===== config.mk =====
export PLATFORM = sky130hd
export DESIGN_NAME = multiplication
export DESIGN_NICKNAME = d
export VERILOG_FILES = /design/src/rtl/multiplication.sv
export SDC_FILE = /design/constraint.sdc
export NUM_CORES = 1
export LEC_CHECK = 0
export ABC_AREA = 1
export BUFFER_PORTS_ARGS = -buffer_cell sky130_fd_sc_hd__buf_2
export CORE_ASPECT_RATIO = 0.8
export CORE_MARGIN = 10
export CORE_UTILIZATION = 56
export CTS_BUF_LIST = sky130_fd_sc_hd__clkbuf_16
export DETAILED_ROUTE_END_ITERATION = 8
export PLACE_DENSITY = 0.82
export SYNTH_ARGS = -nofsm -noshare
export SYNTH_HDL_FRONTEND = slang
export SYNTH_SLANG_ARGS = --single-unit

===== constraint.sdc =====
create_clock -name clk -period 2 [get_ports clk]
set_input_delay 0.5 -clock clk [delete_from_list [all_inputs] [get_ports clk]]
set_output_delay 0.5 -clock clk [all_outputs]
set_load 0.01 [all_outputs]

===== src/rtl/multiplication.sv =====
// Shift-and-add multiplier rebuilding Product = Q*M (+ R when MULT_ADDEND_EN is defined),
// fixed latency start/busy/done handshake with registered outputs.
module multiplication #(
  parameter int WIDTH = 4
) (
  input  logic               clk,
  input  logic               rst_n,
  input  logic               start,
  input  logic [WIDTH-1:0]   Q,
  input  logic [WIDTH-1:0]   M,
  input  logic [WIDTH-1:0]   R,
  output logic [2*WIDTH-1:0] Product,
  output logic               busy,
  output logic               done
);

  localparam int CW = (WIDTH > 1) ? $clog2(WIDTH) : 1;

  typedef enum logic [1:0] {IDLE, RUN, DONE} state_t;

  state_t             state, state_next;
  logic [2*WIDTH-1:0] acc, acc_next;
  logic [2*WIDTH-1:0] mcand, mcand_next;
  logic [WIDTH-1:0]   mplier, mplier_next;
  logic [CW-1:0]      cnt, cnt_next;
  logic [2*WIDTH-1:0] product_next;
  logic               busy_next, done_next;
  logic [2*WIDTH-1:0] acc_init;

`ifdef MULT_ADDEND_EN
  assign acc_init = {{WIDTH{1'b0}}, R};
`else
  // R stays on the port for pin compatibility but does not feed the datapath.
  logic unused_r;
  assign unused_r = ^R;
  assign acc_init = '0;
`endif

  always_ff @(posedge clk or negedge rst_n) begin
    if (!rst_n) begin
      state   <= IDLE;
      acc     <= '0;
      mcand   <= '0;
      mplier  <= '0;
      cnt     <= '0;
      Product <= '0;
      busy    <= 1'b0;
      done    <= 1'b0;
    end else begin
      state   <= state_next;
      acc     <= acc_next;
      mcand   <= mcand_next;
      mplier  <= mplier_next;
      cnt     <= cnt_next;
      Product <= product_next;
      busy    <= busy_next;
      done    <= done_next;
    end
  end

  // busy is kept high on the DONE edge so it covers the done cycle itself.
  always_comb begin
    state_next   = state;
    acc_next     = acc;
    mcand_next   = mcand;
    mplier_next  = mplier;
    cnt_next     = cnt;
    product_next = Product;
    busy_next    = busy;
    done_next    = 1'b0;
    case (state)
      IDLE: begin
        busy_next = 1'b0;
        if (start) begin
          state_next  = RUN;
          busy_next   = 1'b1;
          acc_next    = acc_init;
          mcand_next  = {{WIDTH{1'b0}}, M};
          mplier_next = Q;
          cnt_next    = '0;
        end
      end
      RUN: begin
        if (mplier[0]) acc_next = acc + mcand;
        mcand_next  = mcand << 1;
        mplier_next = mplier >> 1;
        cnt_next    = cnt + CW'(1);
        if (cnt == CW'(WIDTH - 1)) state_next = DONE;
      end
      DONE: begin
        product_next = acc;
        done_next    = 1'b1;
        busy_next    = 1'b1;
        state_next   = IDLE;
      end
      default: state_next = IDLE;
    endcase
  end

endmodule


; Word-level counts from Yosys, hierarchy flattened
; Index checks and enable logic that the tools add are counted.
[totals]
register_bits = 34
inputBits = 15
elab_cells = 37
[op_classes]
add_sub_neg = 2
n_eq_ne = 6
mux = 15
n_reduce_logical = 6
[op_table]
columns = cell, n
row1 = 8-bit case mux with 2 select lines, 2
row2 = 8-bit two-way mux, 3
row3 = 8-bit adder, 1
row4 = 2-bit case mux with 2 select lines, 2
row5 = 4-bit case mux with 2 select lines, 1
row6 = 2-bit two-way mux, 3
row7 = 2-bit != test (second input constant), 3
row8 = 2-bit equality test (second input constant), 2
row9 = 4-bit two-way mux, 1
row10 = 2-bit AND reduction, 2
row11 = 2-bit nonzero test, 2
row12 = 3-bit AND reduction, 1
row13 = 2-bit by 1-bit adder with 2-bit output (second input constant), 1
row14 = 2-bit by 1-bit equality test with 1-bit output (second input constant), 1
row15 = 2-bit zero test, 1
row16 = 1-bit two-way mux, 2
row17 = 1-bit case mux with 2 select lines, 1

; Depth between registers and ports, before layout
; Gate-level depths: netlist (run 1).
[logic_depth]
word_depth = 3
depth_mapped = 9

; Worst setup path before layout (run 1)
; OpenSTA, ideal clock, no wires.
[synth_path]
path_type = reg2reg
from = register acc[0]
to = register acc[6]
setup_time_ns = 0.117
arrival_time_ns = 1.398
required_time_ns = 1.883
setup_slack_ns = 0.485
stages_incl_launch_ff = 9
n_path_buf = 0
cell_sequence = dfrtp_1 > ha_1 > fa_1 > nand3_1 > nand2_1 > nand2_1 > nand3_1 > nand3_1 > nand2_1
[synth_via]
elab_chain_cells = 3
[synth_lines]
columns = element, line_no
row1 = start: declaration, 22  ; logic [2*WIDTH-1:0] acc, acc_next;
row2 = start signal: assignment, 51  ; acc <= acc_next;
row3 = 8-bit adder, 84  ; if (mplier[0]) acc_next = acc + mcand;
row4 = 8-bit two-way mux, 84
row5 = 8-bit case mux with 2 select lines, 71  ; case (state)
; Every way passes these cells. The select of a mux whose other input is x is not followed.
; A chain may end at the register's enable or synchronous reset.

; Final worst setup path (run 1)
[layout_path]
from = register mcand[0]
to = register acc[6]
[layout_via]
elab_chain_cells = 3
[layout_lines]
columns = element, line_no
row1 = start: declaration, 23  ; logic [2*WIDTH-1:0] mcand, mcand_next;
row2 = start signal: assignment, 52  ; mcand <= mcand_next;
row3 = 8-bit adder, 84
row4 = 8-bit two-way mux, 84
row5 = 8-bit case mux with 2 select lines, 71
; Every way passes these cells. The select of a mux whose other input is x is not followed.

==> results, run 1 <==
- Counting cells, the worst reg-to-reg path comes to 8.
- Across the VDD grid, the largest voltage drop is 0.947 mV.
- For this run, the total global-route usage over all layers was measured as 0.134.
- The number of rows created at floorplan is 18.
- The headroom to the max-slew limit is 0.507.
- The share of final-layout standard cells stronger than drive strength 1 is 0.206.
- Hold is met by 0.284 ns.
- The number of buffers added on ports is 20.
- After layout, the design draws a total of 3.50 mW.
- The share of the Yosys chip area taken by registers is 0.489.
- In the routed design, unresolved DRC markers number 0.
- The largest net degree at the start of global routing is 35.
- The area growth from synthesis to layout is 15.5%.
- The final-report max-slew violation count came to 0.
- The maximum clock rate is 600 MHz.
- The via count of the first global-routing pass is 1315.
- The die extent in y is 69.9 um.
- The type of the worst setup path is register to register.
- The final worst-path cycle share is 0.833.
- The hold violation count in the final report is 0.
- During I/O placement, the number of pins put on the boundary was 25.
- The worst setup path is captured at a register.
- Measured along the x axis, the die boundary spans 82.4 um.
- The measured slew at the worst slew-check pin is 0.740 ns.
- After clock tree synthesis, the clock-pin slew on the worst setup and hold paths is 0.05 ns.
- After clock tree synthesis, the repair step resized 0 gates.
- The required time reported for the critical path endpoint is 2.17 ns.
- The wire length of the first global-routing pass is 6000 um.
- The setup TNS is 0 ns.
- For this design the static power due to leakage is 1.07 nW.
- The analysis attributes to net switching a power of 1.47 mW.
- The post-detailed-route wirelength per cell is 13.1 um.
- The worst setup path is launched from a register.
- Internal power comes to 2.03 mW.
- CTS placed an instance of clkbuf_16 at the clock tree root.
- The sequential power share is 0.341.
- The power per standard cell area is 1740 nW/um^2.
- The first-pass iteration count of the detailed router is 4.
- Buffers added to address setup during post-CTS repair amount to 0.
- Counting every net in the synthesized netlist gives 216.
- The total of max-cap violations is 0.
- The signal on the critical path passes through ha_1 > fa_1 > nand3_1 > nand2_1 > nand2_1 > nand3_1 > nand3_1 > nand2_1.
- In this run the critical register-to-register path is launched from mcand[0].
- The number of diodes is 0.
- In this run, post-CTS hold repair placed 0 buffers.
- The critical path startpoint is mcand[0].
- The library cells used most frequently in the layout, excluding fill and tap cells, are nand2_1, dfrtp_1, inv_1.
- The die footprint is 5750 um^2.
- The net count of the finished layout is 241.
- The number of instances in the synthesized netlist is 192.
- The routed design could run at a clock period as short as 1.67 ns.
- In this run, the number of DRC markers left after iteration 0 of detailed routing was 79.
- Routability-driven placement finished with a final weighted congestion of 0.854.
- The per-cell via count in the routed design is 5.12.
- At the worst endpoint, the arrival time is 1.83 ns.
- The final count of negative-setup-slack endpoints is 0.
- The core utilization of the finished layout is 0.662.
- The count of filler cells inserted in the layout is 264.
- The path class of the tightest hold or removal check is input pin to async pin.
- After floorplanning, the core was sized to cover 3040 um^2.
- The CTS tree is done.
- The cell area after synthesis is 1740 um^2.
- The combined area of the multi-input logic cells is 753 um^2.
- The total overflow left after global routing is 0.
- The estimated wirelength of the detail-placed design is 2470 um.
- The largest individual stage delay along the critical path comes from the cell fa_1.
- The critical register-to-register path endpoint is acc[6].
- The total clock sinks is 34.
- The total length of routed wires is 3390 um.
- The longest clock path from root to sink contains 2 buffers.
- The H-tree depth reported by CTS is 2.
- The distinct cell type count of the synthesized netlist is 30.
- Clock skew on the completed layout was measured at 0.00318 ns.
- The critical-path maximum fanout is 3.
- The area used by sequential logic in the layout is 851 um^2.
- The initial antenna violation count came to 0.
- The kind of cell with the highest combined delay along the critical path is adder cells.
- The worst-skew pair later-pin latency is 0.28 ns.
- In this design, the stage delay of the slowest critical-path cell is 0.43 ns.
- Yosys printed 0 warnings.
- The switching part of the total power is 0.420.
- The effective utilization at floorplan is 0.573.
- The leading cell type in the layout, fill and taps excluded is nand2_1.
- Of the total power, combinational logic draws 0.454.
- Detailed routing inserted a total of 1321 vias.
- Setup repair after global routing left no endpoint under its margin.
- The count of nets left with antenna violations once routing finished came out at 0.
- The sum of buffers and inverters on the critical path is 0.
- The CTS buffer count is 5.
- The count of state elements after synthesis is 34.
- The clock share of power is 0.205.
- Dividing the synthesized area by the synthesized cell count gives 9.07 um^2.
- The flop-to-flop setup slack is 0.33 ns.
- The flow ran to the end, and the final reports show no timing, DRC or antenna violations.
-- worst max-delay path by stage --
stage	end	slack, ns	cells after the start
after floorplan	acc[6]	0.48	8
after global placement	acc[6]	0.41	8
after detailed placement	acc[6]	0.37	8
after CTS	acc[6]	0.36	8
after global routing	acc[6]	0.22	8
final	acc[6]	0.33	8
-- Yosys cell counts --
master	n	area, um^2
o21a_1	1	7.51
nor2_4	1	11.3
inv_8	1	11.3
buf_6	1	11.3
a21oi_2	1	8.76
o21ai_0	11	55.1
a22o_1	1	8.76
a21oi_1	6	30.0
nor2_2	1	6.26
nand3_1	10	50.1
inv_1	23	86.3
o21ai_2	4	35.0
dfrtp_1	34	851
nor2_1	9	33.8
clkinv_4	1	8.76
ha_1	8	100
inv_6	1	8.76
o211ai_2	1	12.5
o21ai_1	2	10.0
a21boi_0	1	7.51
buf_2	1	5.00
nand2_4	4	45.0
nand2_8	1	20.0
nor3_1	4	20.0
o22ai_1	3	18.8
a211oi_2	3	37.5
xor2_1	1	8.76
inv_4	1	6.26
fa_1	1	20.0
nand2_1	55	206
-- layout make-up --
class | instances | area share
repair buffers | 20 | 0.0498
well taps | 40 | 0.0249
multi-input cells | 129 | 0.374
clock inverters | 3 | 0.00560
flip-flops and latches | 34 | 0.423
inverters | 27 | 0.0603
clock buffers | 5 | 0.0622
-- routing by layer --
metal / vias up / share of wire / global-route usage
li1: 672 / - / -
met1: 620 / 0.46 / 0.163
met2: 23 / 0.47 / 0.202
met3: 6 / 0.054 / 0.0537
met4: 0 / 0.015 / 0.0566
met5: - / 0 / 0
-- cell families (layout without fill, tap and decap cells) --
logic type | count (synthesis) | count (layout) | share of synthesized area
AOI/OAI and AO/OA | 34 | 34 | 0.133
xor gates and xnor gates | 1 | 1 | 0.00503
adders and majority gates | 9 | 9 | 0.0690
buffers and inverters | 29 | 55 | 0.0790
DFF | 34 | 34 | 0.489
and+or+nand+nor | 85 | 85 | 0.226
-- state kept, by name, indices dropped and copies added, names as in the netlist --
register  flops
Product       8
acc           8
busy          1
cnt           2
done          1
mcand         8
mplier        4
state         2
-- power by group through the flow --
stage | clock network, mW | logic (mW) | registers [mW]
global placement | 0 | 1.54 | 1.19
global route | 0.764 | 1.81 | 1.23
floorplan | 0 | 1.23 | 1.21
finish | 0.716 | 1.59 | 1.19
detailed placement | 0 | 1.59 | 1.21
CTS | 0.731 | 1.61 | 1.20
-- per-stage QoR --
stage | instances | setup slack (ns) | area [um^2]
floorplan | 192 | 0.485 | 1740
global placement | 250 | 0.410 | 1880
detailed placement | 250 | 0.366 | 1880
CTS | 258 | 0.355 | 2010
global route | 258 | 0.220 | 2010
finish | 258 | 0.333 | 2010
No activity file was read; power rests on OpenSTA's default activity.
==> inputs of run 2 (changes only) <==
ABC_AREA = 0   (was 1)
CORE_UTILIZATION = 51   (was 56)
PLACE_DENSITY = 0.79   (was 0.82)
clock period = 1.5 ns   (was 2 ns; I/O delays follow)
==> run 2 against run 1 <==
- the run now ends with setup timing left
- area after synthesis grew 0.93%
- combinational power grew 45%
- critical path depth shrank 1
- non-clock buffer count grew 42
- clock-buffer cell count is the same
- sequential share of layout area shrank 6.8 points
- worst setup slack lost 0.72 ns
- cell count grew 0.78%
- global-route usage grew 0.26 points
- synthesized cell count shrank 18%
- first-iteration DRC count grew 19%
- core utilization grew 8.7 points
==> results, run 2 <==
- The count of warnings emitted by yosys is 0 (unchanged).
- The via count of the first global-routing pass is 1480 (was 1315).
- The switching part of the total power was 0.350 (was 0.420).
- The CTS tree is done (unchanged).
- The minimum period implied by the final worst setup slack was 1.89 ns (was 1.67 ns).
- The total of max-cap violations came to 0 (unchanged).
- The peak supply drop is 1.28 mV (was 0.947 mV).
- The maximum clock rate is 529 MHz (was 600 MHz).
- Leading cell types by total area after synthesis: dfrtp_1, mux2_2, ha_1, o21ai_0, a21oi_1 (was dfrtp_1, nand2_1, ha_1, inv_1, o21ai_0).
- The setup TNS is -1.37 ns (was 0 ns).
- The classification of the worst-slack hold path is input pin to async pin (unchanged).
- The largest net degree at the start of global routing was 35 (unchanged).
- The total core area is 3200 um^2 (was 3040 um^2).
- Highest-count cells in the layout ignoring fill and taps: buf_4, dfrtp_1, buf_2 (was nand2_1, dfrtp_1, inv_1).
- The cell depth of the worst flop-to-flop path is 7 (was 8).
- The final weighted congestion in routability-driven placement was 0.846 (was 0.854).
- The cell at the root of the clock tree is clkbuf_16 (unchanged).
- The endpoint of the most critical setup path is acc[6] (unchanged).
- The total leakage power was 1.22 nW (was 1.07 nW).
- The sequential power share is 0.321 (was 0.341).
- Leading post-synthesis cells by instance count: dfrtp_1, nand2_1, o21ai_0 (was nand2_1, dfrtp_1, inv_1).
- The area overhead of the layout relative to synthesis came to 36.3% (was 15.5%).
- The count of state elements after synthesis was 34 (unchanged).
- The power per standard cell area is 2020 nW/um^2 (was 1740 nW/um^2).
- Top Registers: Product x8, acc x8, mcand x8 (unchanged).
- The wire length of the first global-routing pass came to 6790 um (was 6000 um).
- The remaining antenna violation count is 0 (unchanged).
- The count of routing violations after the opening detailed-route iteration is 94 (was 79).
- The nature of the critical path endpoint is a register (unchanged).
- The synthesized area per cell is 11.1 um^2 (was 9.07 um^2).
- The worst clock skew was 0.00328 ns (was 0.00318 ns).
- The fraction of synthesis flops using an asynchronous set or reset pin is 1.00 (unchanged).
- The total length of routed wires was 4080 um (was 3390 um).
- The total vias in the final route is 1418 (was 1321).
- The net count of the mapped netlist is 182 (was 216).
- The type of the worst setup path is register to register (unchanged).
- The DRC violation count after routing is 0 (unchanged).
- The number of buffers on the longest clock path was 2 (unchanged).
- The number of diodes is 0 (unchanged).
- The chip width came to 85.6 um (was 82.4 um).
- The effective utilization at floorplan is 0.550 (was 0.573).
- The CTS buffer count was 5 (unchanged).
- The first-pass iteration count of the detailed router was 4 (unchanged).
- The share of final-layout standard cells stronger than drive strength 1 is 0.445 (was 0.206).
- The post-placement setup slack was -0.392 ns (was 0.366 ns).
- The remaining global-route overflow is 0 (unchanged).
- The clock share of power was 0.200 (was 0.205).
- The number of enable-type register cells in the synthesized netlist was 0 (unchanged).
- The die extent in y is 72.5 um (was 69.9 um).
- The die footprint came to 6210 um^2 (was 5750 um^2).
- The H-tree depth reported by CTS was 2 (unchanged).
- The most instantiated library cell after synthesis is dfrtp_1 (was nand2_1).
- The number of instances in the synthesized netlist came to 158 (was 192).
- The cell area after synthesis came to 1760 um^2 (was 1740 um^2).
- The main flop type after synthesis is dfrtp_1 (unchanged).
- The number of buffers inserted for hold repair after clock tree synthesis is 0 (unchanged).
- The post-detailed-route wirelength per cell was 15.7 um (was 13.1 um).
- The headroom to the max-slew limit came to 0.793 (was 0.507).
- Run status: finished with violations (was completed).
- The hold violation count in the final report is 0 (unchanged).
- The total clock sinks is 34 (unchanged).
- The checks that failed: setup timing.
- The required time reported for the critical path endpoint was 1.66 ns (was 2.17 ns).
- The initial antenna violation count came to 0 (unchanged).
- The final count of negative-setup-slack endpoints is 5 (was 0).
- The final layout net count was 243 (was 241).
- The least setup slack across all paths after layout is -0.390 ns (was 0.333 ns).
- The final worst-path cycle share came to 1.26 (was 0.833).
- The worst-skew pair later-pin latency was 0.28 ns (about the same).
- The distinct cell type count of the synthesized netlist is 35 (was 30).
- The estimated wirelength of the detail-placed design is 2780 um (was 2470 um).
- The fraction of power consumed by combinational cells was 0.479 (was 0.454).
- The core utilization of the finished layout is 0.749 (was 0.662).
- The count of filler cells inserted in the layout is 222 (was 264).
- The global-route usage over all layers was 0.136 (was 0.134).
- The clock-pin slew on the worst setup and hold paths is 0.05 ns (about the same).
- The flop-to-flop setup slack was -0.39 ns (was 0.33 ns).
- The leading cell type in the layout, fill and taps excluded is buf_4 (was nand2_1).
- RSZ-0062 raised after global routing: yes (was no).
- The category of the worst setup path launch point is a register (unchanged).
- The final-report max-slew violation count came to 0 (unchanged).
- The internal power contribution is 3.14 mW (was 2.03 mW).
- The cell type contributing the most total cell area after synthesis is dfrtp_1 (unchanged).
- The data arrival at the endpoint of the critical path came to 2.05 ns (was 1.83 ns).
- The measured slew at the worst slew-check pin is 0.306 ns (was 0.740 ns).
- The per-cell via count in the routed design is 5.45 (was 5.12).
- The portion of the post-synthesis area used by sequential elements is 0.484 (was 0.489).
- The critical-path maximum fanout is 3 (unchanged).
- The critical path startpoint is acc[1] (was mcand[0]).
- The number of placed I/O pins is 25 (unchanged).
- The net switching power figure came to 1.69 mW (was 1.47 mW).
- The critical register-to-register path endpoint is acc[6] (unchanged).
- The number of rows created at floorplan is 18 (unchanged).
- The number of buffers added on ports is 20 (unchanged).
- The portion of synthesized cell area occupied by the leading cell type is 0.484 (was 0.489).
- The source of the worst register-to-register timing path is acc[1] (was mcand[0]).
[run 2: changes by cell type after synthesis, sizes merged, moves of 5 or more]
cell	previous run	this run
a21oi	7	13
and3b	0	5
inv	26	2
mux2	0	9
nand2	60	17
nand3	10	0
nor2	11	5
nor2b	0	5
[run 2: kinds of logic (layout without fill, tap and decap cells)]
| logic type | Yosys count | after routing | share of synthesized area |
|---|---|---|---|
| XOR/XNOR | 4 | 4 | 0.0199 |
| multiplexers | 11 | 11 | 0.0690 |
| AND/OR/NAND/NOR | 45 | 45 | 0.157 |
| buffers and inverters | 10 | 72 | 0.0327 |
| AO/OA/AOI/OAI | 45 | 45 | 0.169 |
| flip-flops | 34 | 34 | 0.484 |
| adder cells (fa/ha/maj) | 9 | 9 | 0.0683 |
[run 2: cell type report]
cell class | count | area (um^2) | area share
multi-input cells | 114 | 918 | 0.383
flip-flops and latches | 34 | 851 | 0.355
repair buffers | 62 | 432 | 0.180
clock buffers | 5 | 125 | 0.0522
well taps | 40 | 50.0 | 0.0209
clock inverters | 3 | 12.5 | 0.00522
inverters | 2 | 7.51 | 0.00313
[run 2: power groups by stage]
stage / Combinational [mW] / Clock, mW / Sequential (mW)
detailed placement: 2.11 / 0 / 1.53
global route: 2.54 / 1.01 / 1.60
floorplan: 1.22 / 0 / 1.56
finish: 2.31 / 0.964 / 1.55
CTS: 2.22 / 0.969 / 1.54
global placement: 2.02 / 0 / 1.51
[run 2: through the flow]
stage          std cells  hold WS (ns)  cell area (um^2)  power [mW]
2_1_floorplan        158        0.0794              1770        2.78
3_3_place_gp         245         0.345              2140        3.52
3_5_place_dp         245         0.349              2140        3.64
4_1_cts              259        0.0561              2360        4.74
5_1_grt              260        0.0757              2400        5.15
6_report             260        0.0456              2400        4.83
[run 2: worst max-delay path, stage by stage (launching register included)]
cell and delay [ns]:
dfrtp_1 0.42, buf_6 0.14, fa_2 0.39, a21o_1 0.19
a21o_1 0.18, a21oi_2 0.14, nor4b_1 0.07, a211o_1 0.23
[run 2: worst min-delay path by stage]
stage | from | cells after the start | slack (ns) | to
after global routing | rst_n | 2 | 0.08 | Product[5]
after global placement | rst_n | 2 | 0.35 | done
after floorplan | rst_n | 0 | 0.08 | Product[0]
final | rst_n | 2 | 0.05 | Product[3]
after CTS | rst_n | 2 | 0.06 | Product[3]
after detailed placement | rst_n | 2 | 0.35 | Product[3]
[run 2: metal layers]
metal / vias to the layer above / routed length, um / GRT usage
li1: 687 / - / -
met1: 690 / 1800 / 0.152
met2: 29 / 1970 / 0.229
met3: 12 / 189 / 0.0424
met4: 0 / 119 / 0.0730
met5: - / 0 / 0
[run 2: repair_timing]
item                                    CTS  global route
buffers inserted                          6             1
endpoints found under the setup margin    4             5
gates cloned                              0             0
pin swaps                                 5             3
gates resized for setup                   4             5
==> inputs of run 3 (changes only) <==
ABC_CLOCK_PERIOD_IN_PS = 1500   (was default)
REMOVE_ABC_BUFFERS = 1   (was default)
==> run 3 against run 2 <==
- the flow still finishes with violations (setup timing)
- cell area grew 0.89%
- global-route usage grew 2.8 points
- routed wire length grew 22%
- clock skew is essentially flat
- sequential share of layout area shrank 0.31 points
- clock power shrank 1%
- via count grew 9.6%
- critical path depth is the same
- worst setup slack lost 0.033 ns
- combinational power grew 8.7%
- flip-flop and latch count is the same
- first-iteration DRC count grew 29%
==> results, run 3 (synthesis gave the netlist of run 2 again) <==
- The estimated wirelength of the detail-placed design is 3090 um (was 2780 um).
- The final-report max-slew violation count is 0 (unchanged).
- The leading cell type in the layout, fill and taps excluded is buf_4 (unchanged).
- The final worst-path cycle share is 1.28 (was 1.26).
- The final layout net count was 247 (was 243).
- The headroom to the max-slew limit is 0.700 (was 0.793).
- The category of the worst setup path launch point is a register (unchanged).
- Highest-count cells in the layout ignoring fill and taps: buf_4, dfrtp_1, buf_2 (unchanged).
- The minimum period implied by the final worst setup slack came to 1.92 ns (was 1.89 ns).
- The initial antenna violation count is 0 (unchanged).
- The maximum clock rate is 520 MHz (was 529 MHz).
- The per-cell via count in the routed design is 5.91 (was 5.45).
- The worst-skew pair later-pin latency is 0.28 ns (about the same).
- The setup TNS was -1.66 ns (was -1.37 ns).
- The DRC violation count after routing is 0 (unchanged).
- The number of placed I/O pins was 25 (unchanged).
- The die footprint is 6210 um^2 (unchanged).
- The type of the worst setup path was register to register (unchanged).
- The measured slew at the worst slew-check pin is 0.451 ns (was 0.306 ns).
- The remaining antenna violation count is 0 (unchanged).
- The remaining global-route overflow is 0 (unchanged).
- The CTS buffer count came to 5 (unchanged).
- Run status: finished with violations (unchanged).
- The nature of the critical path endpoint is a register (unchanged).
- The share of final-layout standard cells stronger than drive strength 1 is 0.453 (was 0.445).
- The chip width is 85.6 um (unchanged).
- The die extent in y is 72.5 um (unchanged).
- The critical-path maximum fanout came to 2 (was 3).
- The total of max-cap violations is 0 (unchanged).
- The number of buffers inserted for hold repair after clock tree synthesis was 0 (unchanged).
- The largest net degree at the start of global routing came to 19 (was 35).
- The area overhead of the layout relative to synthesis was 37.5% (was 36.3%).
- The core utilization of the finished layout was 0.756 (was 0.749).
- The required time reported for the critical path endpoint was 1.66 ns (about the same).
- The post-detailed-route wirelength per cell is 18.9 um (was 15.7 um).
- The hold violation count in the final report came to 0 (unchanged).
- Violated checks: setup timing (unchanged).
- The count of routing violations after the opening detailed-route iteration came to 121 (was 94).
- The number of diodes is 0 (unchanged).
- The total clock sinks is 34 (unchanged).
- The final weighted congestion in routability-driven placement is 0.824 (was 0.846).
- The data arrival at the endpoint of the critical path is 2.08 ns (was 2.05 ns).
- The total length of routed wires is 4970 um (was 4080 um).
- The number of rows created at floorplan was 18 (unchanged).
- The total vias in the final route is 1554 (was 1418).
- Top Registers: Product x8, acc x8, mcand x8 (unchanged).
- The CTS tree is done (unchanged).
- The classification of the worst-slack hold path is input pin to async pin (unchanged).
- The global-route usage over all layers was 0.164 (was 0.136).
- The number of buffers on the longest clock path is 2 (unchanged).
- The cell at the root of the clock tree is clkbuf_16 (unchanged).
- The total core area was 3200 um^2 (unchanged).
- The first-pass iteration count of the detailed router is 4 (unchanged).
- The number of buffers added on ports was 20 (unchanged).
- The via count of the first global-routing pass came to 1701 (was 1480).
- The clock-pin slew on the worst setup and hold paths is 0.05 ns (about the same).
- The H-tree depth reported by CTS was 2 (unchanged).
- The worst clock skew is 0.00295 ns (was 0.00328 ns).
- The peak supply drop is 1.53 mV (was 1.28 mV).
- The final count of negative-setup-slack endpoints came to 6 (was 5).
- The total leakage power is 1.25 nW (was 1.22 nW).
- RSZ-0062 raised after global routing: yes (unchanged).
- The wire length of the first global-routing pass is 8200 um (was 6790 um).
- The power per standard cell area is 2080 nW/um^2 (was 2020 nW/um^2).
- The effective utilization at floorplan is 0.550 (unchanged).
- The least setup slack across all paths after layout is -0.423 ns (was -0.390 ns).
## run 3: final timing paths
kind | endpoint | cells past startpoint | startpoint | slack (ns)
max in group asynchronous | mplier[3] | 2 | rst_n | 1.02
min reg2reg | acc[7] | 1 | acc[7] | 0.48
min | Product[2] | 1 | rst_n | 0.04
min in group clk | mcand[0] | 3 | M[0] | 0.39
max | acc[6] | 7 | acc[1] | -0.42
max reg2reg | acc[6] | 7 | acc[1] | -0.42
## run 3: timing repair
action	CTS	global route
buffers inserted	6	3
pin swaps	7	6
setup endpoints to repair	5	6
gates resized for setup	10	4
## run 3: per-stage QoR
stage | instance area, um^2 | setup slack, ns | hold slack [ns] | instances | total power, mW
detailed placement | 2160 | -0.530 | 0.346 | 248 | 3.71
global placement | 2160 | -0.428 | 0.333 | 248 | 3.56
CTS | 2390 | -0.378 | 0.0537 | 261 | 4.86
finish | 2420 | -0.423 | 0.0398 | 263 | 5.02
floorplan | 1710 | -0.417 | 0.0794 | 150 | 2.66
global route | 2420 | -0.479 | 0.0709 | 263 | 5.30
## run 3: report_power, final
part	switching (mW)	total [mW]	internal (mW)	leakage [nW]
Sequential	0.279	1.56	1.28	0.445
Clock	0.361	0.954	0.592	0.0723
Combinational	1.21	2.51	1.29	0.731
Total	1.85	5.02	3.16	1.25
## run 3: cell type report
| class | count | area, um^2 |
|---|---|---|
| Timing Repair Buffer | 66 | 465 |
| Multi-Input combinational cell | 114 | 911 |
| Inverter | 2 | 7.51 |
| Tap cell | 40 | 50.0 |
| Clock buffer | 5 | 125 |
| Clock inverter | 2 | 7.51 |
| Sequential cell | 34 | 851 |
| Fill cell | 187 | 781 |
## run 3: worst max-delay path: stages, from the launching register on
cell     delay, ns
dfrtp_1       0.43
buf_6         0.15
fa_2          0.38
a21o_1        0.18
a21o_1        0.18
a21oi_2       0.16
nor4b_1       0.07
a211o_1       0.24
## run 3: routing by layer
layer / vias up / global-route usage / wire (um)
met5: - / 0 / 0
met4: 0 / 0.0712 / 231
met3: 23 / 0.0603 / 351
met2: 78 / 0.282 / 2440
met1: 761 / 0.178 / 1950
li1: 692 / - / -
